$ cat src/rtl/roc_decoder.sv
// Rank-order-code AER receiver: acknowledges events, detects SYNC,SYNC frame start, builds the rank map.
// Optional macro ROC_DECODER_INTENSITY_EN makes RD_DATA return an intensity estimate instead of the rank.
module roc_decoder #(
    parameter int unsigned IMAGE_SIZE      = 256,
    parameter int unsigned IMAGE_SIZE_BITS = $clog2(IMAGE_SIZE),
    parameter int unsigned RANK_BITS       = IMAGE_SIZE_BITS + 1
`ifdef ROC_DECODER_INTENSITY_EN
    ,
    parameter int unsigned PIXEL_MAX_VALUE = 255
`endif
) (
    input  logic                       CLK,
    input  logic                       RST,
    input  logic [9:0]                 AERIN_ADDR,
    input  logic                       AERIN_REQ,
    output logic                       AERIN_ACK,
    input  logic                       FRAME_END,
    input  logic [IMAGE_SIZE_BITS-1:0] RD_ADDR,
    output logic [RANK_BITS-1:0]       RD_DATA,
    output logic [RANK_BITS-1:0]       RANK_COUNT,
    output logic                       DECODER_RDY,
    output logic                       FRAME_DONE,
    output logic                       ERR
);

    typedef enum logic {H_WAIT, H_ACK} h_state_t;
    typedef enum logic [1:0] {D_IDLE, D_ARMED, D_RUN, D_DONE} d_state_t;

    localparam logic [9:0] SYNC_ADDR = 10'h1FF;

    logic req_m, req_s;

    h_state_t h_state, h_next;
    logic     ack_next, evt_next, cap_c;
    logic     evt;
    logic [9:0] evt_addr;

    d_state_t d_state, d_next;
    logic     wr_c, clr_c, err_c;
    logic     is_sync_c, is_idx_c;
    logic [IMAGE_SIZE_BITS-1:0] idx_c;

    logic [IMAGE_SIZE-1:0] seen;
    logic [RANK_BITS-1:0]  map_mem [IMAGE_SIZE];
    logic [RANK_BITS-1:0]  rd_next;

    // Two-flop synchronizer for the asynchronous request
    always_ff @(posedge CLK) begin
        if (RST) begin
            req_m <= 1'b0;
            req_s <= 1'b0;
        end else begin
            req_m <= AERIN_REQ;
            req_s <= req_m;
        end
    end

    // Handshake FSM: one evt per request pulse
    always_comb begin
        h_next   = h_state;
        ack_next = AERIN_ACK;
        evt_next = 1'b0;
        cap_c    = 1'b0;
        case (h_state)
            H_WAIT: if (req_s) begin
                h_next   = H_ACK;
                ack_next = 1'b1;
                evt_next = 1'b1;
                cap_c    = 1'b1;
            end
            H_ACK: if (!req_s) begin
                h_next   = H_WAIT;
                ack_next = 1'b0;
            end
            default: begin
                h_next   = H_WAIT;
                ack_next = 1'b0;
            end
        endcase
    end

    always_ff @(posedge CLK) begin
        if (RST) begin
            h_state   <= H_WAIT;
            AERIN_ACK <= 1'b0;
            evt       <= 1'b0;
            evt_addr  <= '0;
        end else begin
            h_state   <= h_next;
            AERIN_ACK <= ack_next;
            evt       <= evt_next;
            if (cap_c) evt_addr <= AERIN_ADDR;
        end
    end

    assign is_sync_c = (evt_addr == SYNC_ADDR);
    assign is_idx_c  = (evt_addr[9:8] == 2'b00) && (32'(evt_addr) < IMAGE_SIZE);
    assign idx_c     = evt_addr[IMAGE_SIZE_BITS-1:0];

    // Decode FSM next-state and frame control
    always_comb begin
        d_next = d_state;
        wr_c   = 1'b0;
        clr_c  = 1'b0;
        err_c  = 1'b0;
        case (d_state)
            D_IDLE: if (evt && is_sync_c) d_next = D_ARMED;
            D_ARMED: if (evt) begin
                if (is_sync_c) begin
                    d_next = D_RUN;
                    clr_c  = 1'b1;
                end else begin
                    d_next = D_IDLE;
                end
            end
            D_RUN: begin
                if (evt && is_sync_c) begin
                    d_next = D_ARMED;
                end else begin
                    if (evt && is_idx_c && !seen[idx_c] && (32'(RANK_COUNT) < IMAGE_SIZE))
                        wr_c = 1'b1;
                    else if (evt)
                        err_c = 1'b1;
                    // An event arriving with FRAME_END is recorded before the frame closes
                    if (FRAME_END || (wr_c && (32'(RANK_COUNT) + 32'd1 == IMAGE_SIZE)))
                        d_next = D_DONE;
                end
            end
            D_DONE:  d_next = D_IDLE;
            default: d_next = D_IDLE;
        endcase
    end

    always_ff @(posedge CLK) begin
        if (RST) begin
            d_state     <= D_IDLE;
            RANK_COUNT  <= '0;
            ERR         <= 1'b0;
            seen        <= '0;
            DECODER_RDY <= 1'b1;
            FRAME_DONE  <= 1'b0;
        end else begin
            d_state     <= d_next;
            DECODER_RDY <= (d_next == D_IDLE);
            FRAME_DONE  <= (d_next == D_DONE);
            if (clr_c) begin
                seen       <= '0;
                RANK_COUNT <= '0;
                ERR        <= 1'b0;
            end
            if (wr_c) begin
                seen[idx_c] <= 1'b1;
                RANK_COUNT  <= RANK_COUNT + RANK_BITS'(1);
            end
            if (err_c) ERR <= 1'b1;
        end
    end

    // Map storage needs no reset; validity is tracked by the seen bits
    always_ff @(posedge CLK) begin
        if (!RST && wr_c) map_mem[idx_c] <= RANK_COUNT;
    end

    always_comb begin
        rd_next = '0;
`ifdef ROC_DECODER_INTENSITY_EN
        if (seen[RD_ADDR]) begin
            if (32'(map_mem[RD_ADDR]) >= PIXEL_MAX_VALUE)
                rd_next = '0;
            else
                rd_next = RANK_BITS'(PIXEL_MAX_VALUE - 32'(map_mem[RD_ADDR]));
        end
`else
        if (seen[RD_ADDR])
            rd_next = map_mem[RD_ADDR];
        else
            rd_next = RANK_BITS'(IMAGE_SIZE);
`endif
    end

    always_ff @(posedge CLK) begin
        if (RST) RD_DATA <= '0;
        else     RD_DATA <= rd_next;
    end

endmodule

$ cat config.mk
export PLATFORM = sky130hd
export DESIGN_NAME = roc_decoder
export DESIGN_NICKNAME = d
export VERILOG_FILES = /design/src/rtl/roc_decoder.sv
export SDC_FILE = /design/constraint.sdc
export NUM_CORES = 2
export LEC_CHECK = 0
export ABC_CLOCK_PERIOD_IN_PS = 5130
export CELL_PAD_IN_SITES_DETAIL_PLACEMENT = 1
export CELL_PAD_IN_SITES_GLOBAL_PLACEMENT = 2
export CORE_MARGIN = 1
export CORE_UTILIZATION = 45
export DETAILED_ROUTE_END_ITERATION = 10
export PLACE_DENSITY_LB_ADDON = 0.1
export SYNTH_ARGS = -nofsm -noshare
export SYNTH_HDL_FRONTEND = slang
export SYNTH_SLANG_ARGS = --single-unit
$ cat constraint.sdc
create_clock -name CLK -period 5.13 [get_ports CLK]
set_input_delay 0.513 -clock CLK [delete_from_list [all_inputs] [get_ports CLK]]
set_output_delay 0.513 -clock CLK [all_outputs]
set_load 0.01 [all_outputs]
# Word-level counts from Yosys, hierarchy flattened
# Memories as Yosys holds them, arrays and structs flattened.
# Cells that the tools add are included.
[totals]
ff_bits = 294
ramBits = 2304
elab_cells = 90
n_memories = 1
[classes]
addsub = 2
n_lt_le_gt_ge = 5
eq_ne = 8
muxes = 39
bitwise = 3
reduce_logical = 18
[mem_list]
columns = ["name", "depth", "word_bits", "read_ports", "rd_ports_with_merged_regs", "wr", "line", "source"]
rows = [
  ["map_mem", 256, 9, 1, 0, 1, "44", "logic [RANK_BITS-1:0] map_mem [IMAGE_SIZE];"],
]
[op_table]
columns = ["op", "count"]
rows = [
  ["256-bit two-way mux", 3],
  ["256-bit bitwise OR", 1],
  ["9-bit two-way mux", 3],
  ["1-bit two-way mux", 23],
  ["10-bit by 9-bit == test with 1-bit output (second input constant)", 2],
  ["8-bit by 9-bit less-than comparator with 1-bit output (second input constant)", 2],
  ["1-bit binary-select mux with 8-bit select", 2],
  ["9-bit by 1-bit adder with 10-bit output (second input constant)", 1],
  ["10-bit by 9-bit less-than comparator with 1-bit output (second input constant)", 1],
  ["2-bit two-way mux", 5],
  ["9-bit by 1-bit adder with 9-bit output (second input constant)", 1],
  ["9-bit less-than comparator (second input constant)", 1],
  ["1-bit demux with 8-bit select", 1],
  ["8-bit by 1-bit >= comparator with 1-bit output (second input constant)", 1],
  ["1-bit logical AND", 8],
  ["2-bit case mux with 4 select lines", 1],
  ["2-bit == test (second input constant)", 3],
  ["2-bit zero test", 3],
  ["2-bit inequality test (second input constant)", 2],
  ["2-bit nonzero test", 2],
  ["2-bit by 1-bit == test with 1-bit output (second input constant)", 1],
  ["1-bit zero test", 2],
  ["1-bit inverter", 2],
  ["1-bit case mux with 2 select lines", 1],
  ["other kinds (3)", 3],
]

# Longest topological paths before layout
[depth]
word_depth = 14
depth_mapped = 16
mapped_depth_nobuf = 8

# Least setup slack after synthesis
# OpenSTA, ideal clock, no wires.
[synth_path]
path_kind = "register -> register"
start = "register RANK_COUNT[1]"
end = "register d_state[0]"
t_arrival_ns = 5.628
slack_ns = -0.576
path_stages_with_launch = 8
n_path_buf = 0
synth_period_minus_slack_ns = 5.706
path_cell_list = "dfxtp_1 > ha_1 > nand3_1 > xor2_1 > a31oi_1 > or3_1 > o21a_1 > nor3_1"
[synth_via]
elab_chain_cells = 10
word_cells_on_any_way = 12
[synth_lines]
columns = ["element", "line", "source"]
rows = [
  ["start: declaration", "20", "output logic [RANK_BITS-1:0] RANK_COUNT,"],
  ["start signal: assignment", "153", "RANK_COUNT <= RANK_COUNT + RANK_BITS'(1);"],
  ["9-bit less-than comparator", "120", "if (evt && is_idx_c && !seen[idx_c] && (32'(RANK_COUNT) < IMAGE_SIZE))"],
  ["1-bit logical AND", "120", ""],
  ["1-bit two-way mux", "120", ""],
  ["1-bit two-way mux", "117", "if (evt && is_sync_c) begin"],
  ["1-bit two-way mux", "106", "case (d_state)"],
  ["1-bit logical AND (*)", "125", "if (FRAME_END || (wr_c && (32'(RANK_COUNT) + 32'd1 == IMAGE_SIZE)))"],
  ["1-bit logical OR (*)", "125", ""],
  ["2-bit two-way mux (*)", "125", ""],
  ["2-bit two-way mux (*)", "117", ""],
  ["2-bit case mux with 4 select lines (*)", "106", ""],
  ["end signal: assignment", "143", "d_state <= d_next;"],
  ["end: declaration", "38", "d_state_t d_state, d_next;"],
]
# Mark *: on every way between the ends. The rest lies on a longest branch, timed or not. The select of a mux whose other input is x is not followed.
# A chain may end at the register's enable or synchronous reset.

# Worst setup path in the final report
[layout_path]
start = "register evt_addr[1]"
end = "memory map_mem[154][7] (netlist bit) (enable)"
[layout_via]
elab_chain_cells = 13
word_cells_on_any_way = 18
[layout_lines]
columns = ["element", "line", "source"]
rows = [
  ["start: declaration", "36", "logic [9:0] evt_addr;"],
  ["start signal: assignment", "87", "evt_addr <= '0;"],
  ["start signal: assignment", "92", "if (cap_c) evt_addr <= AERIN_ADDR;"],
  ["1-bit binary-select mux with 8-bit select or 10-bit by 9-bit less-than comparator with 1-bit output (tied branches)", "120, 97", ""],
  ["1-bit two-way mux (not written as such) or 1-bit logical AND (tied branches)", "120, 97", ""],
  ["1-bit zero test or 1-bit logical AND (tied branches)", "120", ""],
  ["1-bit logical AND (2 in a row)", "120", ""],
  ["1-bit two-way mux", "120", ""],
  ["1-bit two-way mux", "117", ""],
  ["1-bit two-way mux", "106", ""],
  ["1-bit two-way mux", "117", ""],
  ["1-bit two-way mux", "106", ""],
  ["1-bit logical AND", "161", "if (!RST && wr_c) map_mem[idx_c] <= RANK_COUNT;"],
  ["1-bit two-way mux", "161", ""],
  ["1-bit two-way mux (not written as such)", "161", ""],
  ["end: declaration", "44", ""],
]
# Several ways; a longest one is shown, not always the timed one. The select of a mux whose other input is x is not followed.

==> run summary <==
Post-synthesis sequential area ratio: 73.6%
Slew margin rel.: 15.0%
Initial drt markers: 5748
Worst-Margin Slew: 1270 ps
Root buffer cell: clkbuf_16
Highest-count cells in the layout ignoring fill and taps: edfxtp_1, mux4_2, buf_4, clkbuf_16, dfxtp_1
Vias: 53010
Worst path arrival time: 5310 ps
Failing checks: DRC
H-tree Lvls: 5
Die area: 0.229 sq mm
Critical Path Sink Type: flip-flop
Leading cell types by total area after synthesis: edfxtp_1, mux4_2, dfxtp_1, a21o_1, nand2_1
Synth Cell Area: 0.102 sq mm
Final hold violations: 0
Final std cells w/o fill: 8644
Layout Nets: 5471
Req. time, crit path: 5670 ps
Final TNS setup: 0 ps
Top Layer Used: met5
Power Density: 374 mW/mm^2
Routed WL per cell: 34.1 um
Utilization after layout: 52.2%
Die Y: 478 um
Multi-input logic area: 0.0257 sq mm
Clock Skews: 68.8 ps
Layout cells sized above 1: 29.0%
Clock-pin slew on the worst setup and hold paths: 60 ps
Clock tree buffer depth: 4
Inst Count DP: 8142
Clock net sink count: 2598
Layout filler cell count: 19912
Area of the core: 0.225 sq mm
Number of synthesized register bits: 2598
Critical path class: flip-flop to flip-flop
DR DRC count: 2
Synthesized area per cell: 20.2 sq um
Finish-stage setup viols: 0
M1 WL: 132000 um
Initial antenna violation count: 20
Outcome: finished with violations
Slew Limit Fails: 0
Tcrit/Tclk final: 93.2%
Reg area: 0.0751 sq mm
Worst path cell trace: buf_4, mux4_2, mux4_2, and2_1, a31oi_2, nand4b_4, or3b_4, buf_12, nor2_1
Post-Synthesis Cells: 5040
# hold bufs at CTS: 0
Asr flop ratio synth: 0%
IO buf count: 43
Yosys top cell area share: 67.8%
R2R Setup Slk: 350 ps
EDFF count, synth: 2304
Area after DPL: 0.109 sq mm
Core Rows: 174
DRT Pass-1 Iters: 10
Crit path largest cell delay: 780 ps
CP max-delay cell: dfxtp_4
Finished Cell Area: 0.117 sq mm
CTS tree: built
Syn nets: 5065
Largest net degree at the start of global routing: 163
Crit path launch type: flip-flop
Area Growth Syn to Fin: 15.1%
Crit path max-delay family: simple AND/OR/NAND/NOR gates
Die X: 478 um
Warnings from Yosys: 0
Overflow after GRT: 0
Peak supply drop: 319 uV
Final wirelength: 295000 um
Vias per cell: 6.13
First-pass GRT wire length: 421000 um
Dpl hpwl: 192000 um
Max Cap Viol: 0
Final Critical Period: 4780 ps
IO Pins: 44
CTS resizes: 0
Maximum fanout along the worst path: 84
Post-synth cell types: 65
Yosys top cell by area: edfxtp_1
Clk_lat worst skew: 940 ps
Total clock buffers created by CTS: 294
Total GRT Usage: 26.0%
Type of the most critical hold path: primary input to flip-flop
Final RePlAce weighted congestion: 0.853
Most frequent CP cell: mux4_2
Vias in the first global route: 54331
RSZ-0062 raised after global routing: false
Post-CTS Setup Repair Bufs: 0
Maximum clock frequency: 209 MHz
Commonest non-fill, non-tap cell in the layout: edfxtp_1
Met2 routed WL: 138000 um
Top FF cell, synth: edfxtp_1
Met3 Routed Length: 16600 um
Starting density of the core: 45.3%
Buffers & Inverters on Critical Path: 2
P_leak: 38.1 nW
ANT nets after route: 0
[per-layer routing]
metal | GRT usage (%) | up-vias
li1 | - | 21747
met1 | 38.9 | 29114
met2 | 40.3 | 1716
met3 | 3.64 | 419
met4 | 6.71 | 14
met5 | 0 | -
[path summary, 6_finish.rpt]
kind,start,endpoint,depth (start not counted)
hold reg to reg,req_m$_SDFF_PP0_,req_s$_SDFF_PP0_,1
hold / removal,AERIN_REQ,req_m$_SDFF_PP0_,2
setup / recovery,evt_addr[1]$_SDFFE_PP0P_,map_mem[154][7]$_DFFE_PP_,9
setup reg to reg,evt_addr[1]$_SDFFE_PP0P_,map_mem[154][7]$_DFFE_PP_,9
[worst register-to-register path, delay by kind of cell, from the launching register on]
kind | cells | cell delay [ps]
and+or+nand+nor | 4 | 1660
muxes | 2 | 1060
DFF | 1 | 780
buffers and inverters | 2 | 670
AOI/OAI and AO/OA | 1 | 230
[layout make-up]
cell class | instances | area share, %
clock buffers | 389 | 6.72
diodes | 4 | 0.00852
clock inverters | 109 | 0.821
repair buffers | 448 | 3.41
well taps | 2992 | 3.19
flip-flops and latches | 2598 | 63.9
inverters | 8 | 0.0320
multi-input cells | 2096 | 21.9
[power by group]
part	total [W]	internal, W	switching (W)
clock network	0.0198	0.0116	0.00819
registers	0.0227	0.0227	0.0000219
logic	0.00153	0.000619	0.000909
total	0.0440	0.0349	0.00913
[flip-flops by register name (all words and copies together) (netlist names)]
signal / cells
evt_addr: 10
d_state: 2
req_m: 1
AERIN_ACK: 1
evt: 1
map_mem: 2304
seen: 256
RANK_COUNT: 9
DECODER_RDY: 1
ERR: 1
req_s: 1
RD_DATA: 9
h_state: 1
FRAME_DONE: 1
[through the flow]
step / hold WS (ps) / worst slack (ps) / total power, W
2_1_floorplan: 414 / 84.4 / 0.0241
3_3_place_gp: 447 / 473 / 0.0247
3_5_place_dp: 444 / 325 / 0.0247
4_1_cts: 103 / 322 / 0.0444
5_1_grt: 139 / 103 / 0.0451
6_report: 164 / 351 / 0.0440
[synthesized netlist by cell type, types with 7 or more instances]
cell type / number
edfxtp_1: 2304
mux4_2: 809
dfxtp_1: 294
nand2_1: 247
clkbuf_1: 222
nor2_1: 179
nor3_1: 139
a21o_1: 131
o21ai_0: 119
a22oi_1: 98
mux2i_1: 81
buf_1: 68
a21oi_1: 50
nand3_1: 38
buf_2: 36
nor2b_1: 25
nand4_1: 18
o21ai_1: 18
nor4_1: 17
nand2b_1: 11
a211o_1: 7
a211oi_1: 7
and2_1: 7
inv_1: 7
mux2_2: 7
[cell families after synthesis]
kind of cell,Yosys count,synth area share [%]
compound gates,473,3.06
xor+xnor,2,0.0172
fa+ha+maj,3,0.0368
buf+inv,346,1.38
flops,2598,73.6
mux,897,18.7
simple gates,721,3.21
Power figures use the tool's default switching activity.
==> edit, RTL diff (same flow settings) <==
Add a define of `ROC_DECODER_INTENSITY_EN`.
--- a/src/rtl/roc_decoder.sv
+++ b/src/rtl/roc_decoder.sv
@@ -2,2 +2,4 @@
 // Optional macro ROC_DECODER_INTENSITY_EN makes RD_DATA return an intensity estimate instead of the rank.
+`define ROC_DECODER_INTENSITY_EN
+
 module roc_decoder #(
Function: not settled (the Yosys comparison gave no result); the edit may change what the design does.
==> edit against the unedited design <==
  * Cell area hardly changed
  * Combinational power is 24% lower
  * Die area is 0.59% lower
  * Cell count is 2.8% higher
  * Count of clock-buffer cells in the layout is 20 lower
  * First-iteration DRC count is 1.8% higher
  * Sequential cell count stayed put
  * Global-route usage is 1.1 points higher
  * Critical path depth is 2 higher
  * Power is 0.83% higher
  * Wire length is 3.9% higher
  * Worst setup slack better by 390 ps
  * Synthesized area is 0.59% lower
==> edit: results (changes against the unedited design) <==
[critical_path]
cp-startpoint=evt_addr[3]$_SDFFE_PP0P_
rr_endpoint=map_mem[40][8]$_DFFE_PP_
crit_fanout=64  ; -24%
critPathArrivalTime_ps=5010  ; -300 ps
r2r_slack_ps=740  ; +390 ps

[clock_tree]
numCtsBuffers=292  ; -0.68%

[sta]
max_slew_margin_pct=10.6  ; -4.4 points
whs_ps=158  ; -6.26 ps
timing.final.crit_share_pct=85.5  ; -7.6 points
fin_worst_skew_ps=64.2  ; -4.63 ps

[yosys]
synth-compound-area-share_pct=3.05  ; -0.010 points
netlist.area_leader.share_pct=68.2  ; +0.40 points
synthXorXnorAreaFrac_pct=0.0173  ; +0.00010 points
syn-num-nets=5218  ; +3.0%
synth_commonest_cells=edfxtp_1 (2304), mux4_2 (771), nand2_1 (463), nor2_1 (297), dfxtp_1 (294)
synthAdderAreaFrac_pct=0.0370  ; +0.00022 points

[global_route]
grtUsageTotal_pct=27.1  ; +1.1 points
antenna_found_initial=30  ; +50%

[run_status]
outcome=complete, no violations

[power_and_ir_drop]
p_switching_uw=9030  ; -1.0%
irDropWorstVdd_mv=0.309  ; -3.2%

[drt]
wl_per_cell_um=34.5  ; +1.1%
first_pass_iters=5  ; -5
drtIter0Drc=5849  ; +1.8%
vias_per_cell=6.05  ; -1.4%

[placement]
dpl_cell_area_sq_um=108000  ; -0.30%
dp_hpwl_mm=198  ; +3.0%
place.gp.congestion=0.836  ; -2.0%

[cells_and_area]
final_nets=5716  ; +4.5%

[edit: changes by cell type in the layout (fill, tap and decap cells not counted), sizes merged, moves of 40 or more]
cell,delta
nand2,+216
a21o,-131
o21ai,+128
nor3,-126
nor2,+118
o32ai,+113
inv,+111
a22oi,-89
buf,+74
mux2i,-51
a21oi,-40
[edit: area by class of cell]
type / instances / area [sq um]
Inverter: 121 / 459
Clock buffer: 369 / 7800
Tap cell: 2975 / 3720
Antenna cell: 6 / 15.0
Fill cell: 19822 / 106000
Clock inverter: 135 / 1400
Multi-Input combinational cell: 2157 / 24400
Sequential cell: 2598 / 75100
Timing Repair Buffer: 521 / 4580
[edit: power groups by stage]
stage	Combinational, uW	Sequential (uW)	Clock (uW)
after floorplan	754	23100	0
after detailed placement	1180	23200	0
final	1160	22700	20500
after global routing	1220	22700	21500
after global placement	1180	23200	0
after CTS	1180	22700	20800
[edit: worst reg2reg max path, cell delays in order, from the launching register on]
cell,delay (ps)
dfxtp_4,980
buf_4,400
mux4_2,330
mux2i_1,190
nor3_1,90
nor4_1,350
and4b_1,270
o2111a_1,480
nand2_4,130
buf_12,240
nor2_1,360
buf_4,240
[edit: cells by family after synthesis]
logic type	count (synthesis)
AOI/OAI and AO/OA	480
xor gates and xnor gates	2
adders and majority gates	3
buffers and inverters	438
DFF	2598
muxes	805
other	1
and+or+nand+nor	866
[edit: metal layers]
layer	track usage, %	vias up	wire (um)
met3	3.92	477	17600
met5	0	-	35
met1	38.3	29295	130000
met2	43.5	1856	148000
li1	-	22071	-
met4	8.79	6	10100
[edit: through the flow]
stage	std cells	util (%)
CTS	8875	52.6
global placement	8371	48.5
finish	8882	52.7
floorplan	5193	-
global route	8879	52.7
detailed placement	8371	48.5
